File: src/rtl/seq_det_frame_ctrl.sv
// Frame sequencer for an external 1011 serial pattern detector.
// Takes parallel words from a valid/ready stream, shifts them out MSB-first
// one bit per clock, keeps the detector in reset between frames and counts
// detect pulses per frame. Results hold until the next frame starts.
module seq_det_frame_ctrl #(
   parameter int WORD_W = 8,
   parameter int CNT_W  = 8
) (
   input  logic              clk,
   input  logic              rst_n,
   input  logic              s_valid,
   output logic              s_ready,
   input  logic [WORD_W-1:0] s_data,
   input  logic              s_last,
   output logic              det_rst_n_o,
   output logic              det_data_o,
   input  logic              det_detect_i,
   output logic              busy_o,
   output logic              done_o,
   output logic [CNT_W-1:0]  match_cnt_o,
   output logic              match_any_o,
   output logic              underrun_o
);

   localparam int BC_W = $clog2(WORD_W);
   localparam logic [BC_W-1:0] BC_MAX = BC_W'(WORD_W - 1);

   localparam logic [1:0] S_IDLE  = 2'd0;
   localparam logic [1:0] S_SHIFT = 2'd1;
   localparam logic [1:0] S_DONE  = 2'd2;

   logic [1:0]        state;
   logic [WORD_W-1:0] sh;
   logic [BC_W-1:0]   bitcnt;
   logic              last_q;
   logic [CNT_W-1:0]  match_cnt;
   logic              underrun;
   logic              det_rst_n;

   logic at_boundary;
   logic accept;

   // Word boundary: the last bit of the current word is on the wire this cycle.
   assign at_boundary = (state == S_SHIFT) && (bitcnt == '0);

   // Ready depends only on state/bit counter/last flag so upstream can wait on it.
   assign s_ready = (state == S_IDLE) || (at_boundary && !last_q);
   assign accept  = s_valid && s_ready;

   assign busy_o      = (state == S_SHIFT);
   assign done_o      = (state == S_DONE);
   assign det_data_o  = (state == S_SHIFT) && sh[WORD_W-1];
   assign det_rst_n_o = det_rst_n;
   assign match_cnt_o = match_cnt;
   assign match_any_o = (match_cnt != '0);
   assign underrun_o  = underrun;

   // Frame FSM, shift register, match counter and detector reset control.
   always_ff @(posedge clk or negedge rst_n) begin
      if (!rst_n) begin
         state     <= S_IDLE;
         sh        <= '0;
         bitcnt    <= '0;
         last_q    <= 1'b0;
         match_cnt <= '0;
         underrun  <= 1'b0;
         det_rst_n <= 1'b0;
      end else begin
         case (state)
            S_IDLE: begin
               if (accept) begin
                  sh        <= s_data;
                  bitcnt    <= BC_MAX;
                  last_q    <= s_last;
                  match_cnt <= '0;
                  underrun  <= 1'b0;
                  det_rst_n <= 1'b1;
                  state     <= S_SHIFT;
               end
            end
            S_SHIFT: begin
               // Count detects for the bit currently on the wire, saturating.
               if (det_detect_i && (match_cnt != {CNT_W{1'b1}}))
                  match_cnt <= match_cnt + CNT_W'(1);
               if (bitcnt != '0) begin
                  sh     <= {sh[WORD_W-2:0], 1'b0};
                  bitcnt <= bitcnt - BC_W'(1);
               end else if (!last_q && s_valid) begin
                  // Seamless reload; the detector keeps its state across words.
                  sh     <= s_data;
                  bitcnt <= BC_MAX;
                  last_q <= s_last;
               end else begin
                  if (!last_q)
                     underrun <= 1'b1;
                  det_rst_n <= 1'b0;
                  state     <= S_DONE;
               end
            end
            S_DONE: begin
               state <= S_IDLE;
            end
            default: begin
               state     <= S_IDLE;
               det_rst_n <= 1'b0;
            end
         endcase
      end
   end

endmodule

File: config.mk
export PLATFORM = sky130hd
export DESIGN_NAME = seq_det_frame_ctrl
export DESIGN_NICKNAME = d
export VERILOG_FILES = /design/src/rtl/seq_det_frame_ctrl.sv
export SDC_FILE = /design/constraint.sdc
export NUM_CORES = 1
export LEC_CHECK = 0
export ABC_AREA = 0
export BUFFER_PORTS_ARGS = -buffer_cell sky130_fd_sc_hd__buf_2
export CELL_PAD_IN_SITES_DETAIL_PLACEMENT = 2
export CELL_PAD_IN_SITES_GLOBAL_PLACEMENT = 2
export CORE_ASPECT_RATIO = 1.1
export CORE_UTILIZATION = 30
export DETAILED_ROUTE_END_ITERATION = 16
export HOLD_SLACK_MARGIN = 0.08
export PLACE_DENSITY = 0.8
export SLEW_MARGIN = 20
export SYNTH_ARGS = -nofsm -noshare
export SYNTH_HDL_FRONTEND = slang
export SYNTH_SLANG_ARGS = --single-unit
File: constraint.sdc
create_clock -name clk -period 1.5 [get_ports clk]
set_input_delay 0.15 -clock clk [delete_from_list [all_inputs] [get_ports clk]]
set_output_delay 0.15 -clock clk [all_outputs]
set_load 0.1 [all_outputs]
==> impl_metrics.csv, run 1 <==
group,metric,value,unit
run_status,status,"complete, but fails checks",
run_status,violations,"setup timing",
sta,setup_slack,-0.3337,ns
yosys,ys_ff_latch,24,
yosys,synth_most_common_cell,"dfrtp_1",
yosys,syn_avg_cell_area,9.759,sq um
clocking,clock-sinks,24,
setup_path,worstPathRequired,1.35,ns
sta,setup_viol,22,
yosys,ys_seq_area_share,43.96,%
global_route,antenna_found_initial,0,
yosys,syn_area,1366,sq um
final_layout,nets,219,
yosys,synth.top_cell.area_share,43.96,%
global_route,grt_pass1_wl,8073,um
clocking,clk_path_buf_depth,2,
floorplan,io_pins,28,
detailed_routing,routedWlPerCell,22.70,um
yosys,synthTopCellsByCount,"24 x dfrtp_1, 18 x a21oi_1, 11 x nand2_1, 7 x inv_1, 7 x mux2i_1",
detailed_routing,detail_route.iter0.violations,44,
detailed_routing,first_pass_iters,4,
global_route,grt.busiest_layer,"met2",
sta,fmax,0.5454,GHz
sta,slew_headroom,60.23,%
setup_path,cp.arrival,1.68,ns
global_route,grt_use_met3,3.125,%
setup_path,cpMaxStageDelayCell,"dfrtp_1",
yosys,synth_ff_type,"dfrtp_1",
yosys,yosysUniqueCellTypes,42,
floorplan,rows,25,
yosys,syn_nets,157,
place,io_buffers,27,
detailed_routing,drc,0,
clocking,cts_buffers,3,
floorplan,dieArea,4829,sq um
clocking,cts_root_buf,"clkbuf_8",
floorplan,start_util,31.42,%
hold_path,hold_path_class,"in -> reg",
sta,drv_slew,0,
detailed_routing,drt_wl_total,5765,um
sta,hold_viol,0,
sta,worst_pin_slew,0.5965,ns
yosys,async_flop_share,100.0,%
sta,period_needed,1.834,ns
global_route,grt-ovfl-total,0,
detailed_routing,vias,1391,
clocking,cts_tree,"yes",
yosys,yosys_warnings,0,
clocking,clk_pin_slew,0.10,ns
place,dpl.hpwl,3331,um
setup_path,path_cells,"inv_2 -> ha_4 -> or3b_4 -> a21oi_4 -> buf_12",
setup_path,endpoint_kind,"primary output",
final_layout,area_growth,66.21,%
setup_path,path_class,"reg -> out",
setup_path,startpoint_type,"register",
yosys,synth_area_leaders,"dfrtp_1 44%, a21oi_1 6.6%, mux2i_1 5.1%, ha_1 3.7%, nand2_1 3.0%",
sta,fin_skew,0.01360,ns
setup_path,cp_max_fo,2,
global_route,grt_max_degree,25,
final_layout,final_util,52.23,%
sta,grt_setup_unrepaired,"true",
final_layout,diodes,0,
yosys,synth_edf_count,0,
clocking,htreeDepth,1,
floorplan,fp.coreArea,4348,sq um
global_route,grt_usage,23.28,%
final_layout,drive_gt1_share,61.00,%
detailed_routing,via_per_inst,5.476,
sta,post-route-period-util,122.2,%
job,maxCapViolations,0,
floorplan,die_h,72.78,um
global_route,use_met1,25.17,%
detailed_routing,ant_nets,0,
floorplan,die_w,66.35,um
yosys,syn_inst,140,
yosys,synth_area_leader_cell,"dfrtp_1",
global_route,grt_pass1_vias,1554,
place,gp_congestion,0.7748,
clocking,clk_latency,0.28,ns
setup_path,slowest_delay,0.41,ns
global_route,met2_usage,44.56,%
cell families (layout without fill, tap and decap cells):
logic type,Yosys count,in the layout,share of synthesized area [%]
adders and majority gates,4,4,3.663
buffers and inverters,13,73,4.761
AOI/OAI and AO/OA,43,43,21.61
DFF,24,24,43.96
and+or+nand+nor,47,47,19.23
muxes,9,9,6.777
what timing repair did:
action,in CTS,in global routing
setup buffers,6,8
gates cloned,1,0
pin swaps,17,8
endpoints found under the hold margin,24,0
resized for setup,34,35
setup endpoints to repair,22,25
hold buffers,1,0
layer usage:
metal	share of wire, %	routed length [um]
met1	39	2221
met2	57	3280
met3	1.8	102
met4	2.8	161
met5	0	0
metrics by stage:
stage               area, sq um  worst slack [ns]  instances  TNS [ns]  hold WS (ns)
floorplan                  1435           -0.3049        140    -2.096       -0.1456
detailed placement         1836           -0.2129        237    -1.043        0.1825
global placement           1836          -0.05591        237   -0.2013        0.1712
finish                     2271           -0.3337        254    -1.784       0.08923
CTS                        2064           -0.2872        248    -1.676        0.1370
global route               2271           -0.3766        254    -2.673       0.08821
registers in the layout (all words and copies together), names as in the netlist:
register and flops:
last_q 1, det_rst_n_o 1, match_cnt_o 8, bitcnt 3, underrun_o 1, state 2, sh 8
final cells by class:
type | count | area, sq um
flip-flops and latches | 24 | 620.6
clock buffers | 3 | 41.29
inverters | 8 | 37.54
fillers | 445 | 2077
multi-input cells | 103 | 963.4
well taps | 54 | 67.56
repair buffers | 62 | 540.5
placed cells by master (no fill, tap or decap), types with 2 or more instances in the layout:
cell | netlist | layout
buf_2 | 1 | 22
buf_4 | 2 | 20
dfrtp_1 | 24 | 14
buf_6 | 1 | 12
a21oi_2 | 0 | 10
nand2_1 | 11 | 9
dfrtp_2 | 0 | 7
buf_12 | 0 | 6
a21oi_1 | 18 | 5
inv_1 | 7 | 4
a21oi_4 | 1 | 4
mux2i_1 | 7 | 4
nor2b_1 | 5 | 4
nand3_1 | 5 | 4
inv_2 | 1 | 3
nor2_1 | 4 | 3
nor3_1 | 5 | 3
a31oi_1 | 3 | 3
o21ai_0 | 6 | 3
and2_1 | 4 | 3
a221o_1 | 3 | 3
ha_4 | 0 | 3
clkbuf_8 | 0 | 3
dfrtp_4 | 0 | 3
nand2b_4 | 1 | 2
o21ai_4 | 1 | 2
a21o_1 | 2 | 2
nand2_4 | 0 | 2
mux2_2 | 2 | 2
mux2i_4 | 0 | 2
nor4_1 | 3 | 2
o21ai_1 | 0 | 2
path summary, 6_finish.rpt:
| path | startpoint | end | slack [ns] | cells past startpoint |
|---|---|---|---|---|
| setup / recovery | bitcnt[1]$_DFFE_PN0P_ | s_ready | -0.33 | 5 |
| setup reg to reg | bitcnt[1]$_DFFE_PN0P_ | bitcnt[2]$_DFFE_PN0P_ | -0.31 | 7 |
| hold / removal | s_data[0] | sh[0]$_DFFE_PN0P_ | 0.09 | 3 |
| min in group asynchronous | rst_n | match_cnt_o[0]$_DFFE_PN0P_ | 0.40 | 2 |
| hold reg to reg | sh[3]$_DFFE_PN0P_ | sh[3]$_DFFE_PN0P_ | 0.53 | 2 |
| max in group asynchronous | rst_n | match_cnt_o[5]$_DFFE_PN0P_ | 0.63 | 2 |
critical path, delay by kind of cell (launching register included):
family / cells / cell delay (ns)
simple gates: 1 / 0.41
buf+inv: 2 / 0.28
fa+ha+maj: 1 / 0.13
compound gates: 1 / 0.17
flops: 1 / 0.41
Power of run 1 is not shown: default switching activity piles up to over one toggle a cycle in this logic, so the estimate is an artifact.
==> inputs of run 2 (changes only) <==
GPL_TIMING_DRIVEN = 0   (was unset)
REMOVE_ABC_BUFFERS = 1   (was unset)
==> impl_metrics.csv, run 2 (synthesized netlist as in run 1, its figures left out) <==
group,metric,value,unit
final_layout,area_growth,55.95,%
final_layout,nets,219,
place,dp_slack,-0.6482,ns
detailed_routing,drt_wl_total,4958,um
detailed_routing,first_pass_iters,4,
floorplan,start_util,31.42,%
sta,fin_skew,0.003079,ns
detailed_routing,met2_length,2777,um
detailed_routing,vias,1355,
place,dp_cells,216,
global_route,grt_max_degree,25,
sta,slew_headroom,60.33,%
global_route,grt-ovfl-total,0,
setup_path,path_class,"reg -> out",
global_route,grt_usage,21.10,%
clocking,clock-sinks,24,
clocking,clk_latency,0.28,ns
final_layout,final_cells,255,
final_layout,mostFrequentLayoutCells,"30 x buf_4, 22 x buf_2, 17 x dfrtp_1",
sta,period_needed,1.784,ns
setup_path,startpoint_type,"register",
place,io_buffers,27,
setup_path,worstPathRequired,1.35,ns
global_route,grt_pass1_wl,7659,um
run_status,violations,"setup timing",
sta,holdWs,0.09676,ns
run_status,status,"complete, but fails checks",
floorplan,rows,25,
clocking,cts_tree,"yes",
hold_path,hold_path_class,"in -> reg",
place,dpl.hpwl,2707,um
global_route,grt_pass1_vias,1527,
detailed_routing,detail_route.iter0.violations,30,
clocking,cts_buffers,3,
detailed_routing,routedWlPerCell,19.44,um
detailed_routing,ant_nets,0,
setup_path,r2r-start,"bitcnt[1]$_DFFE_PN0P_",
place,gp_congestion,0.7197,
floorplan,fp.coreArea,4348,sq um
place,placed_cell_area,1534,sq um
detailed_routing,dr_wl_met3,137,um
global_route,antenna_found_initial,0,
floorplan,die_w,66.35,um
floorplan,dieArea,4829,sq um
sta,setup_viol,10,
detailed_routing,drc,0,
final_layout,diodes,0,
setup_path,cp.arrival,1.63,ns
hold_path,min-delay-start,"s_last",
setup_path,cp_max_fo,2,
detailed_routing,m1WireLength,2000,um
floorplan,io_pins,28,
final_layout,drive_gt1_share,54.23,%
sta,setup_slack,-0.2840,ns
setup_path,endpoint_kind,"primary output",
sta,drv_slew,0,
final_layout,final_common_cell,"buf_4",
clocking,clk_path_buf_depth,2,
sta,post-route-period-util,118.9,%
setup_path,r2r_slack,-0.27,ns
job,maxCapViolations,0,
setup_path,crit_start,"bitcnt[1]$_DFFE_PN0P_",
sta,worst_pin_slew,0.5951,ns
clocking,clk_pin_slew,0.09,ns
sta,fmax,0.5605,GHz
sta,grt_setup_unrepaired,"true",
floorplan,die_h,72.78,um
detailed_routing,top_layer,"met4",
clocking,cts_root_buf,"clkbuf_8",
detailed_routing,via_per_inst,5.314,
final_layout,finalInstanceArea,2131,sq um
clocking,htreeDepth,1,
sta,hold_viol,0,
run 2: cell count changes in the layout (fill, tap and decap cells not counted), moves of 4 or more:
cell / previous run / this run
a21oi_2: 10 / 6
buf_6: 12 / 5
a21oi_1: 5 / 9
buf_4: 20 / 30
run 2: cell type report:
cell class              instances  area (sq um)
inverters                       8         41.29
flip-flops and latches         24         609.3
clock buffers                   4         55.05
repair buffers                 62         476.7
fillers                       458          2217
well taps                      54         67.56
multi-input cells             103         880.8
run 2: layer usage:
layer  vias up  GRT usage, %
met5         -             0
met4         0         4.965
met3         4         3.438
met2        25         41.16
met1       697         23.35
li1        629             -
run 2: timing repair:
item | in CTS | in global routing
endpoints found under the setup margin | 25 | 22
resized for setup | 53 | 19
pin swaps | 10 | 10
endpoints found under the hold margin | 24 | 0
setup buffers | 26 | 11
hold buffers | 1 | 0
run 2: path summary, 6_finish.rpt:
path / to / cells past startpoint
worst max-delay path: s_ready / 5
worst min-delay path: last_q$_DFFE_PN0P_ / 3
worst max register to register: bitcnt[2]$_DFFE_PN0P_ / 8
worst min register to register: bitcnt[1]$_DFFE_PN0P_ / 1
max in group asynchronous: match_cnt_o[4]$_DFFE_PN0P_ / 2
min in group asynchronous: match_cnt_o[1]$_DFFE_PN0P_ / 2
run 2: stage by stage:
| step | TNS (ns) | utilization, % |
|---|---|---|
| 3_3_place_gp | -5.796 | 35.28 |
| 3_5_place_dp | -6.957 | 35.28 |
| 2_1_floorplan | -8.806 | - |
| 6_report | -0.9569 | 49.01 |
| 4_1_cts | -0.7656 | 45.35 |
| 5_1_grt | -1.703 | 49.01 |
run 2: worst max-delay path: stages (launching register included):
cell	delay, ns
dfrtp_1	0.40
inv_2	0.08
ha_4	0.13
or3b_4	0.40
a21oi_4	0.16
buf_12	0.19
Power of run 2 is left out for the same reason.
